**src/rtl/decode_unit_pkg.sv**
```systemverilog
// Shared encodings for the decode stage: opcode/funct constants, exact-match
// system instructions, pipeline flush codes and fence FSM state types.
package decode_unit_pkg;

    localparam logic [6:0] OPC_LOAD     = 7'b0000011;
    localparam logic [6:0] OPC_MISC_MEM = 7'b0001111;
    localparam logic [6:0] OPC_OP_IMM   = 7'b0010011;
    localparam logic [6:0] OPC_AUIPC    = 7'b0010111;
    localparam logic [6:0] OPC_STORE    = 7'b0100011;
    localparam logic [6:0] OPC_OP       = 7'b0110011;
    localparam logic [6:0] OPC_LUI      = 7'b0110111;
    localparam logic [6:0] OPC_BRANCH   = 7'b1100011;
    localparam logic [6:0] OPC_JALR     = 7'b1100111;
    localparam logic [6:0] OPC_JAL      = 7'b1101111;
    localparam logic [6:0] OPC_SYSTEM   = 7'b1110011;

    localparam logic [6:0] F7_BASE = 7'b0000000;
    localparam logic [6:0] F7_ALT  = 7'b0100000;
    localparam logic [6:0] F7_MEXT = 7'b0000001;

    localparam logic [2:0] F3_FENCE   = 3'b000;
    localparam logic [2:0] F3_FENCE_I = 3'b001;

    localparam logic [31:0] INST_ECALL  = 32'h0000_0073;
    localparam logic [31:0] INST_EBREAK = 32'h0010_0073;
    localparam logic [31:0] INST_MRET   = 32'h3020_0073;

    // SFENCE.VMA: funct7=0001001, rs1/rs2 free, funct3=000, rd=0
    localparam logic [31:0] SFENCE_VMA_MASK  = 32'hFE00_7FFF;
    localparam logic [31:0] SFENCE_VMA_MATCH = 32'h1200_0073;

    localparam logic [3:0] FLUSH_EARLY = 4'h1;
    localparam logic [3:0] FLUSH_ALL   = 4'h2;

    typedef enum logic [1:0] {
        ST_IDLE  = 2'd0,
        ST_DRAIN = 2'd1,
        ST_FLUSH = 2'd2
    } fence_state_e;

    typedef enum logic [1:0] {
        FK_FENCE   = 2'd0,
        FK_FENCE_I = 2'd1,
        FK_SFENCE  = 2'd2
    } fence_kind_e;

endpackage

```
**src/rtl/decode_unit_inst_legality.sv**
```systemverilog
// Combinational RV32I(+M) legality check and instruction-class flags.
module inst_legality
    import decode_unit_pkg::*;
#(
    parameter int ENABLE_M = 1
) (
    input  logic [31:0] inst_i,
    output logic        invalid_o,
    output logic        is_load_o,
    output logic        is_store_o,
    output logic        ecall_o,
    output logic        mret_o,
    output logic        fence_o,
    output logic        fence_i_o,
    output logic        sfence_o
);

    logic [6:0] opcode;
    logic [2:0] funct3;
    logic [6:0] funct7;
    logic       legal;

    assign opcode = inst_i[6:0];
    assign funct3 = inst_i[14:12];
    assign funct7 = inst_i[31:25];

    always_comb begin
        legal      = 1'b0;
        is_load_o  = 1'b0;
        is_store_o = 1'b0;
        ecall_o    = 1'b0;
        mret_o     = 1'b0;
        fence_o    = 1'b0;
        fence_i_o  = 1'b0;
        sfence_o   = 1'b0;
        case (opcode)
            OPC_LUI, OPC_AUIPC, OPC_JAL: legal = 1'b1;
            OPC_JALR:   legal = (funct3 == 3'b000);
            OPC_BRANCH: legal = (funct3 != 3'b010) && (funct3 != 3'b011);
            OPC_LOAD: begin
                legal     = (funct3 != 3'b011) && (funct3 != 3'b110) && (funct3 != 3'b111);
                is_load_o = legal;
            end
            OPC_STORE: begin
                legal      = (funct3 <= 3'b010);
                is_store_o = legal;
            end
            OPC_OP_IMM: begin
                // shift-immediates reuse imm[11:5] as funct7
                case (funct3)
                    3'b001:  legal = (funct7 == F7_BASE);
                    3'b101:  legal = (funct7 == F7_BASE) || (funct7 == F7_ALT);
                    default: legal = 1'b1;
                endcase
            end
            OPC_OP: begin
                if (funct7 == F7_BASE)
                    legal = 1'b1;
                else if (funct7 == F7_ALT)
                    legal = (funct3 == 3'b000) || (funct3 == 3'b101);
                else if (funct7 == F7_MEXT)
                    legal = (ENABLE_M != 0);
            end
            OPC_MISC_MEM: begin
                fence_o   = (funct3 == F3_FENCE);
                fence_i_o = (funct3 == F3_FENCE_I);
                legal     = fence_o || fence_i_o;
            end
            OPC_SYSTEM: begin
                if (funct3 != 3'b000) begin
                    legal = (funct3 != 3'b100);
                end else begin
                    ecall_o  = (inst_i == INST_ECALL);
                    mret_o   = (inst_i == INST_MRET);
                    sfence_o = ((inst_i & SFENCE_VMA_MASK) == SFENCE_VMA_MATCH);
                    legal    = ecall_o || mret_o || sfence_o || (inst_i == INST_EBREAK);
                end
            end
            default: legal = 1'b0;
        endcase
    end

    assign invalid_o = !legal;

endmodule

```
**src/rtl/decode_unit.sv**
```systemverilog
// RV32 decode stage: registered decode behind valid/ready, fence serialisation
// with a drain window and cache/TLB flush handshake, and pipeline flush.
module decode_unit
    import decode_unit_pkg::*;
#(
    parameter int FENCE_STALL_CYCLES = 8,
    parameter int ENABLE_M           = 1,
    parameter int CNT_W              = $clog2(FENCE_STALL_CYCLES + 1)
) (
    input  logic        clk,
    input  logic        rst,
    input  logic [3:0]  hazard_signal,
    input  logic        in_valid,
    output logic        in_ready,
    input  logic [31:0] in_inst,
    input  logic [31:0] in_pc,
    output logic        out_valid,
    input  logic        out_ready,
    output logic [31:0] out_inst,
    output logic [31:0] out_pc,
    output logic [4:0]  out_rs1,
    output logic [4:0]  out_rs2,
    output logic [4:0]  out_rd,
    output logic [31:0] out_csr_inst,
    output logic        out_invalid,
    output logic        out_is_load,
    output logic        out_is_store,
    output logic        out_ecall,
    output logic        out_mret,
    output logic        fence_active,
    input  logic        mem_idle,
    output logic        icache_flush_req,
    output logic        tlb_flush_req,
    input  logic        flush_ack
);

    logic dec_invalid, dec_load, dec_store, dec_ecall, dec_mret;
    logic dec_fence, dec_fence_i, dec_sfence, dec_fence_any;

    inst_legality #(.ENABLE_M(ENABLE_M)) u_legality (
        .inst_i     (in_inst),
        .invalid_o  (dec_invalid),
        .is_load_o  (dec_load),
        .is_store_o (dec_store),
        .ecall_o    (dec_ecall),
        .mret_o     (dec_mret),
        .fence_o    (dec_fence),
        .fence_i_o  (dec_fence_i),
        .sfence_o   (dec_sfence)
    );

    fence_state_e     state_q;
    fence_kind_e      kind_q;
    logic [CNT_W-1:0] cnt_q;
    logic             icache_req_q, tlb_req_q;

    logic        valid_q;
    logic [31:0] inst_q, pc_q, csr_inst_q;
    logic [4:0]  rs1_q, rs2_q, rd_q;
    logic        invalid_q, load_q, store_q, ecall_q, mret_q;

    logic        flush, accept, is_system;
    logic [4:0]  rs2_d;
    logic [31:0] csr_inst_d;

    assign flush         = (hazard_signal == FLUSH_EARLY) || (hazard_signal == FLUSH_ALL);
    assign in_ready      = !rst && !flush && (state_q == ST_IDLE) && (!valid_q || out_ready);
    assign accept        = in_valid && in_ready;
    assign dec_fence_any = dec_fence || dec_fence_i || dec_sfence;
    assign fence_active  = (state_q != ST_IDLE) || (in_valid && dec_fence_any);

    assign is_system  = (in_inst[6:0] == OPC_SYSTEM);
    assign rs2_d      = is_system ? 5'd0 : in_inst[24:20];
    assign csr_inst_d = is_system ? in_inst : 32'd0;

    always_ff @(posedge clk) begin
        if (rst) begin
            valid_q    <= 1'b0;
            inst_q     <= '0;
            pc_q       <= '0;
            csr_inst_q <= '0;
            rs1_q      <= '0;
            rs2_q      <= '0;
            rd_q       <= '0;
            invalid_q  <= 1'b0;
            load_q     <= 1'b0;
            store_q    <= 1'b0;
            ecall_q    <= 1'b0;
            mret_q     <= 1'b0;
        end else if (flush) begin
            valid_q <= 1'b0;
        end else if (accept) begin
            valid_q    <= 1'b1;
            inst_q     <= in_inst;
            pc_q       <= in_pc;
            csr_inst_q <= csr_inst_d;
            rs1_q      <= in_inst[19:15];
            rs2_q      <= rs2_d;
            rd_q       <= in_inst[11:7];
            invalid_q  <= dec_invalid;
            load_q     <= dec_load;
            store_q    <= dec_store;
            ecall_q    <= dec_ecall;
            mret_q     <= dec_mret;
        end else if (out_ready) begin
            valid_q <= 1'b0;
        end
    end

    // Drain counter stops at 1 and waits there for mem_idle.
    always_ff @(posedge clk) begin
        if (rst || flush) begin
            state_q      <= ST_IDLE;
            kind_q       <= FK_FENCE;
            cnt_q        <= '0;
            icache_req_q <= 1'b0;
            tlb_req_q    <= 1'b0;
        end else begin
            case (state_q)
                ST_IDLE: begin
                    if (accept && dec_fence_any) begin
                        state_q <= ST_DRAIN;
                        cnt_q   <= CNT_W'(FENCE_STALL_CYCLES);
                        kind_q  <= dec_fence_i ? FK_FENCE_I :
                                   dec_sfence  ? FK_SFENCE  : FK_FENCE;
                    end
                end
                ST_DRAIN: begin
                    if (cnt_q != CNT_W'(1)) begin
                        cnt_q <= cnt_q - CNT_W'(1);
                    end else if (mem_idle) begin
                        cnt_q        <= '0;
                        state_q      <= (kind_q == FK_FENCE) ? ST_IDLE : ST_FLUSH;
                        icache_req_q <= (kind_q == FK_FENCE_I);
                        tlb_req_q    <= (kind_q == FK_SFENCE);
                    end
                end
                ST_FLUSH: begin
                    if (flush_ack) begin
                        state_q      <= ST_IDLE;
                        icache_req_q <= 1'b0;
                        tlb_req_q    <= 1'b0;
                    end
                end
                default: state_q <= ST_IDLE;
            endcase
        end
    end

    assign out_valid        = valid_q;
    assign out_inst         = inst_q;
    assign out_pc           = pc_q;
    assign out_rs1          = rs1_q;
    assign out_rs2          = rs2_q;
    assign out_rd           = rd_q;
    assign out_csr_inst     = csr_inst_q;
    assign out_invalid      = invalid_q;
    assign out_is_load      = load_q;
    assign out_is_store     = store_q;
    assign out_ecall        = ecall_q;
    assign out_mret         = mret_q;
    assign icache_flush_req = icache_req_q;
    assign tlb_flush_req    = tlb_req_q;

endmodule

```
**config.mk**
```make
export PLATFORM = sky130hd
export DESIGN_NAME = decode_unit
export DESIGN_NICKNAME = d
export VERILOG_FILES = /design/src/rtl/decode_unit_pkg.sv /design/src/rtl/decode_unit_inst_legality.sv /design/src/rtl/decode_unit.sv
export SDC_FILE = /design/constraint.sdc
export NUM_CORES = 1
export LEC_CHECK = 0
export ABC_CLOCK_PERIOD_IN_PS = 1800
export BUFFER_PORTS_ARGS = -buffer_cell sky130_fd_sc_hd__buf_2
export CORE_MARGIN = 2
export CORE_UTILIZATION = 45
export CTS_BUF_LIST = sky130_fd_sc_hd__clkbuf_8
export DETAILED_ROUTE_END_ITERATION = 8
export PLACE_DENSITY = 0.79
export SYNTH_ARGS = -nofsm -noshare
export SYNTH_HDL_FRONTEND = slang
export SYNTH_SLANG_ARGS = --single-unit
export TNS_END_PERCENT = 20
```
**constraint.sdc**
```tcl
create_clock -name clk -period 1.8 [get_ports clk]
set_clock_uncertainty 0.1 [all_clocks]
set_input_delay 0.09 -clock clk [delete_from_list [all_inputs] [get_ports clk]]
set_output_delay 0.09 -clock clk [all_outputs]
set_load 0.05 [all_outputs]
```
# [Word level (Yosys, flattened, before mapping)]
# Cells that the tools add are included.
[word_totals] regBits=127 output_inout_bits=121 word_cells=136
[op_classes] add_sub_neg=1 n_lt_le_gt_ge=1 eq_ne=36 n_mux=39 n_bitwise=1 n_reduce_logical=41
[ops] operator="$eq 32x21->1 const B" count=1
[ops] operator="$eq 32x30->1 const B" count=1
[ops] operator="$eq 32x7->1 const B" count=1
[ops] operator="$mux 32" count=1
[ops] operator="$eq 7x6->1 const B" count=4
[ops] operator="$eq 7x7->1 const B" count=4
[ops] operator="$eq 22x19->1 const B" count=1
[ops] operator="$mux 1" count=21
[ops] operator="$eq 7x5->1 const B" count=2
[ops] operator="$mux 2" count=7
[ops] operator="$logic_or 1x1->1" count=12
[ops] operator="$mux 4" count=3
[ops] operator="$ne 3x3->1 const B" count=4
[ops] operator="$logic_and 1x1->1" count=9
[ops] operator="$pmux 1 s9" count=1
[ops] operator="$pmux 4 s2" count=1
[ops] operator="$reduce_and 4->1" count=2
[ops] operator="$reduce_bool 2->1" count=4
[ops] operator="$eq 7x1->1 const B" count=1
[ops] operator="$eq 7x2->1 const B" count=1
[ops] operator="$eq 7x4->1 const B" count=1
[ops] operator="$logic_not 7->1" count=1
[ops] operator="$ne 2x2->1 const B" count=3
[ops] operator="$ne 3x2->1 const B" count=2
[ops] operator="other kinds (22)" count=31

# [Logic depth before layout (Yosys ltp)]
[depth] depth_word=10 depth_mapped=9

# [Cells and area by module]
# Synthesis repeated with hierarchy kept, for this count alone.
[unflattened] hier_cells=620 hier_area_um2=5161.2
[by_module_without_submodules] module="decode_unit" n_inst=1 cells_per_inst=558 area_per_inst_um2=4762.1 seq_area_each_um2=2342.2
[by_module_without_submodules] module="inst_legality" n_inst=1 cells_per_inst=62 area_per_inst_um2=399.1 seq_area_each_um2=0.0

# [Worst setup path after synthesis]
# OpenSTA, ideal clock, no wires.
[synth_timing] kind="reg2reg" from="register valid_q, in the netlist out_valid" to="register csr_inst_q[10], in the netlist out_csr_inst[10]" t_arrival_ps=1845 required_ps=1634 path_slack_ps=-211 path_stages_with_launch=8 n_path_buf=2 period_less_slack_ps=2011 cell_sequence="dfxtp_1 > nand2b_1 > and3_1 > nand2_1 > clkbuf_1 > clkbuf_1 > a22oi_1 > nor2_1"
[synth_between] elab_chain_len=5
[synth_rtl] element="start: declaration" line="decode_unit.sv:57" rtl="logic valid_q;"
[synth_rtl] element="start signal: assignment" line="decode_unit.sv:78" rtl="valid_q <= 1'b0;"
[synth_rtl] element="start signal: assignment" line="decode_unit.sv:91" rtl="valid_q <= 1'b0;"
[synth_rtl] element="start signal: assignment" line="decode_unit.sv:93" rtl="valid_q <= 1'b1;"
[synth_rtl] element="$logic_not 1->1" line="decode_unit.sv:67" rtl="assign in_ready = !rst && !flush && (state_q == ST_IDLE) && (!valid_q || out_ready);"
[synth_rtl] element="$logic_or 1x1->1" line="decode_unit.sv:67"
[synth_rtl] element="$logic_and 1x1->1" line="decode_unit.sv:67"
[synth_rtl] element="$logic_and 1x1->1" line="decode_unit.sv:68" rtl="assign accept = in_valid && in_ready;"
[synth_rtl] element="$reduce_and 2->1 (no source line)"
[synth_rtl] element="end signal: assignment" line="decode_unit.sv:96" rtl="csr_inst_q <= csr_inst_d;"
[synth_rtl] element="end: declaration" line="decode_unit.sv:58" rtl="logic [31:0] inst_q, pc_q, csr_inst_q;"
# No other way between the ends.
# A chain may end at the register's enable or synchronous reset.

# [Worst setup path in the final report]
[layout_timing] from="input port in_inst[10]" to="output port fence_active"
[layout_between] elab_chain_len=6
[layout_rtl] element="start: declaration" line="decode_unit.sv:15" rtl="input logic [31:0] in_inst,"
[layout_rtl] element="$eq 22x19->1" line="decode_unit_inst_legality.sv:75" rtl="sfence_o = ((inst_i & SFENCE_VMA_MASK) == SFENCE_VMA_MATCH);"
[layout_rtl] element="$mux 1" line="decode_unit_inst_legality.sv:70" rtl="if (funct3 != 3'b000) begin"
[layout_rtl] element="$mux 1" line="decode_unit_inst_legality.sv:36" rtl="case (opcode)"
[layout_rtl] element="$logic_or 1x1->1" line="decode_unit.sv:69" rtl="assign dec_fence_any = dec_fence || dec_fence_i || dec_sfence;"
[layout_rtl] element="$logic_and 1x1->1" line="decode_unit.sv:70" rtl="assign fence_active = (state_q != ST_IDLE) || (in_valid && dec_fence_any);"
[layout_rtl] element="$logic_or 1x1->1" line="decode_unit.sv:70"
[layout_rtl] element="end: declaration" line="decode_unit.sv:30" rtl="output logic fence_active,"
# No other way between the ends.

==> summary.txt <==
Worst setup path
  – Worst Setup Path Type: in -> out
  – Crit end category: primary output
  – Crit-path max FO: 3
  – R2r worst-path depth: 8
  – Critical path launch point type: input port
  – Flop2flop setup slack: 0.04 ns
  – Critical path required time: 1.61 ns
  – Reg-to-reg endpoint: cnt_q[3]
  – R2r startpoint: cnt_q[1]
  – Worst EP arrival: 1.58 ns

Logic synthesis
  – Syn Area/Cell: 8.016 µm²
  – Post-synthesis adder-cell area fraction: 0.5420%
  – Largest family of logic cells by synthesized area: simple AND/OR/NAND/NOR gates
  – Synth Area in Simple Gates: 23.41%
  – EDFF count, synth: 0
  – Asr flop ratio synth: 0%
  – Top_reg_cell synth: dfxtp_1
  – Syn Nets: 652
  – Count of cell types in the netlist: 51
  – Synth Register Bits: 117
  – Proportion of synthesized area in mux cells: 0.2168%
  – Xor-xnor portion of the synthesized cell area: 0.3794%
  – Complex-gate fraction of the synthesized area: 18.89%
  – Mapped Area: 4617 µm²
  – Sequential area share after synthesis: 50.73%
  – Syn. warnings: 0
  – Synth Instances: 576

Clock network
  – Clock-pin slew on the worst setup and hold paths: 0.08 ns
  – Worst skew pair latency: 0.42 ns
  – CTS tree: done
  – CTS root buf: clkbuf_8
  – H-tree lvl count: 4
  – Sink Count: 117
  – Clk buf depth: 2
  – CTS buffer count: 17

Floorplan
  – Cell Rows: 36
  – CORE AREA: 9864 µm²
  – Initial Util: 46.80%
  – Ports: 195
  – Chip width: 105.3 µm
  – Area of the die: 11090 µm²
  – Die H: 105.3 µm

Drt
  – Routed vias: 5384
  – DR vias/cell: 5.379
  – DRT antenna net count: 0
  – 1st-pass router iterations: 5
  – Routed len/inst: 16.43 µm
  – Residual DRC: 0
  – Total wire length: 16.45 mm
  – DR iter-0 viols: 370

Timing
  – Fmax: 564.4 MHz
  – RSZ-0062 raised after global routing: true
  – PnR worst setup slack: 0.02832 ns
  – Final TNS setup: 0 ns
  – Setup violators final: 0
  – Min Hold Slack: 0.02447 ns
  – Max-slew headroom at the worst pin: 60.16%
  – Crit share post-route: 98.43%
  – Slew @ Worst Pin: 0.5976 ns
  – Slew Limit Fails: 0
  – Minimum clock period: 1.772 ns
  – Final hold vios: 0

Pwr
  – PnR Total Power: 6.471 mW
  – VDD IR max: 0.6265 mV
  – Pwr Density: 899.6 nW/µm²
  – Lkg Pwr: 3.261 nW

Run status
  – Status: finished clean

Finish
  – # fillers: 716
  – Fin util: 72.92%
  – Nets: 931
  – P&R area growth vs syn: 55.80%
  – Antenna Cells: 0
  – Layout cells sized above 1: 34.56%

Place
  – IO buf count: 194
  – Placer Congestion: 0.9853
  – Pre-CTS setup slack: -0.2925 ns
  – DP Wirelength: 10.38 mm

Global route
  – GRT overflow: 0
  – First-pass GRT wire length: 25.63 mm
  – Pin count of the biggest net entering global routing: 56
  – Initial antenna violation count: 0
  – GRT Total Usage: 28.87%
  – Vias in the first global route: 5303

Min path
  – Hold Path Cell Cnt: 4
  – Min-Delay Startpoint: hazard_signal[2]
  – Hold endpoint: cnt_q[1]
  – Worst hold path type: in -> reg

Run
  – Max-Cap Viols: 0
[cell usage in the layout (no fill, tap or decap), types with 2 or more instances in the layout]
cell,instances
and2_1,2
nand3_1,4
nor3_1,6
clkinvlp_4,2
dlygate4sd3_1,68
o21ai_0,6
nor4_1,4
a21o_1,2
nand4_1,5
a22oi_1,32
xor2_1,2
buf_2,191
clkbuf_8,18
clkinv_2,2
nand2b_1,5
and3_1,2
buf_6,5
dfxtp_1,115
buf_12,3
a21oi_1,86
and4b_1,2
nor2_1,58
buf_4,46
nand2_1,142
or4b_4,2
inv_1,6
clkinv_4,3
o41ai_2,2
bufinv_16,4
inv_6,3
a32o_1,2
dfxtp_2,2
[power by group]
group	switching, mW	internal [mW]	leakage, nW
clock network	1.13	1.56	0.220
logic	0.700	0.367	2.09
registers	0.0444	2.67	0.951
[cells in the mapped netlist, types with 2 or more instances]
library cell,n,area [µm²]
nand2b_1,5,31.28
o21ai_0,6,30.03
or3_1,2,12.51
buf_4,11,82.58
o21ai_1,2,10.01
and2_1,3,18.77
a32o_1,2,20.02
buf_2,2,10.01
nor3_1,6,30.03
buf_1,4,15.01
dfxtp_1,117,2342
o41ai_1,2,17.52
and4b_1,2,20.02
a21oi_1,86,430.4
ha_1,2,25.02
nor2_1,59,221.5
nand4_1,5,31.28
clkbuf_1,37,138.9
nand3_1,4,20.02
a21o_1,2,15.01
nand2_1,144,540.5
a22oi_1,32,240.2
xor2_1,2,17.52
nor4_1,5,31.28
inv_1,6,22.52
and3_1,3,18.77
[routing by layer]
layer	vias to the layer above	global-route usage [%]	wire, µm
met1	2540	33.48	6411
met4	0	13.81	561
met5	-	0	0
li1	2514	-	-
met2	286	48.80	8118
met3	44	8.349	1358
[metrics by stage]
step                instance area (µm²)  instances
CTS                                7074        997
global placement                   5928        898
floorplan                          4622        576
finish                             7193       1001
detailed placement                 5928        898
global route                       7193       1001
[cells by family after synthesis]
group           count (synthesis)
compound gates                145
xor+xnor                        2
fa+ha+maj                       2
buf+inv                        60
flops                         117
mux                             1
simple gates                  249
[layout make-up]
| type | count | area, µm² | share of cell area, % |
|---|---|---|---|
| clock inverters | 14 | 197.7 | 2.748 |
| repair buffers | 314 | 2106 | 29.27 |
| multi-input cells | 399 | 2108 | 29.31 |
| inverters | 6 | 22.52 | 0.3131 |
| flip-flops and latches | 117 | 2345 | 32.60 |
| clock buffers | 18 | 247.7 | 3.444 |
| well taps | 133 | 166.4 | 2.313 |
[worst max-delay path, cell delays in order]
cell	delay [ns]
buf_2	0.12
or3_4	0.40
or4b_4	0.51
o21ai_4	0.17
nand2_1	0.07
nand2_1	0.07
buf_6	0.16
[how the worst max path moves through the flow]
stage                             endpoint  cells after the start         from
after floorplan           out_csr_inst[10]                      8   state_q[0]
after global placement         out_invalid                      8   in_inst[0]
after detailed placement       out_invalid                      8   in_inst[0]
after CTS                     fence_active                      7   in_inst[9]
after global routing              cnt_q[3]                      8     cnt_q[1]
final                         fence_active                      7  in_inst[10]
[sequential cells by signal, summed over array words and instances, names as in the netlist, 2 cells and up]
register	count
out_rs2	5
cnt_q	4
out_csr_inst	32
state_q	2
out_inst	32
out_pc	32
kind_q	2
[what timing repair did]
action                                  CTS  global route
pin swaps                                 1             8
gates cloned                              0             1
endpoints found under the setup margin    5            72
setup buffers                             0             2
hold buffers                             67             1
resized for setup                         8            16
endpoints found under the hold margin    96             1
Note: power is estimated with default switching activity, not from simulation.
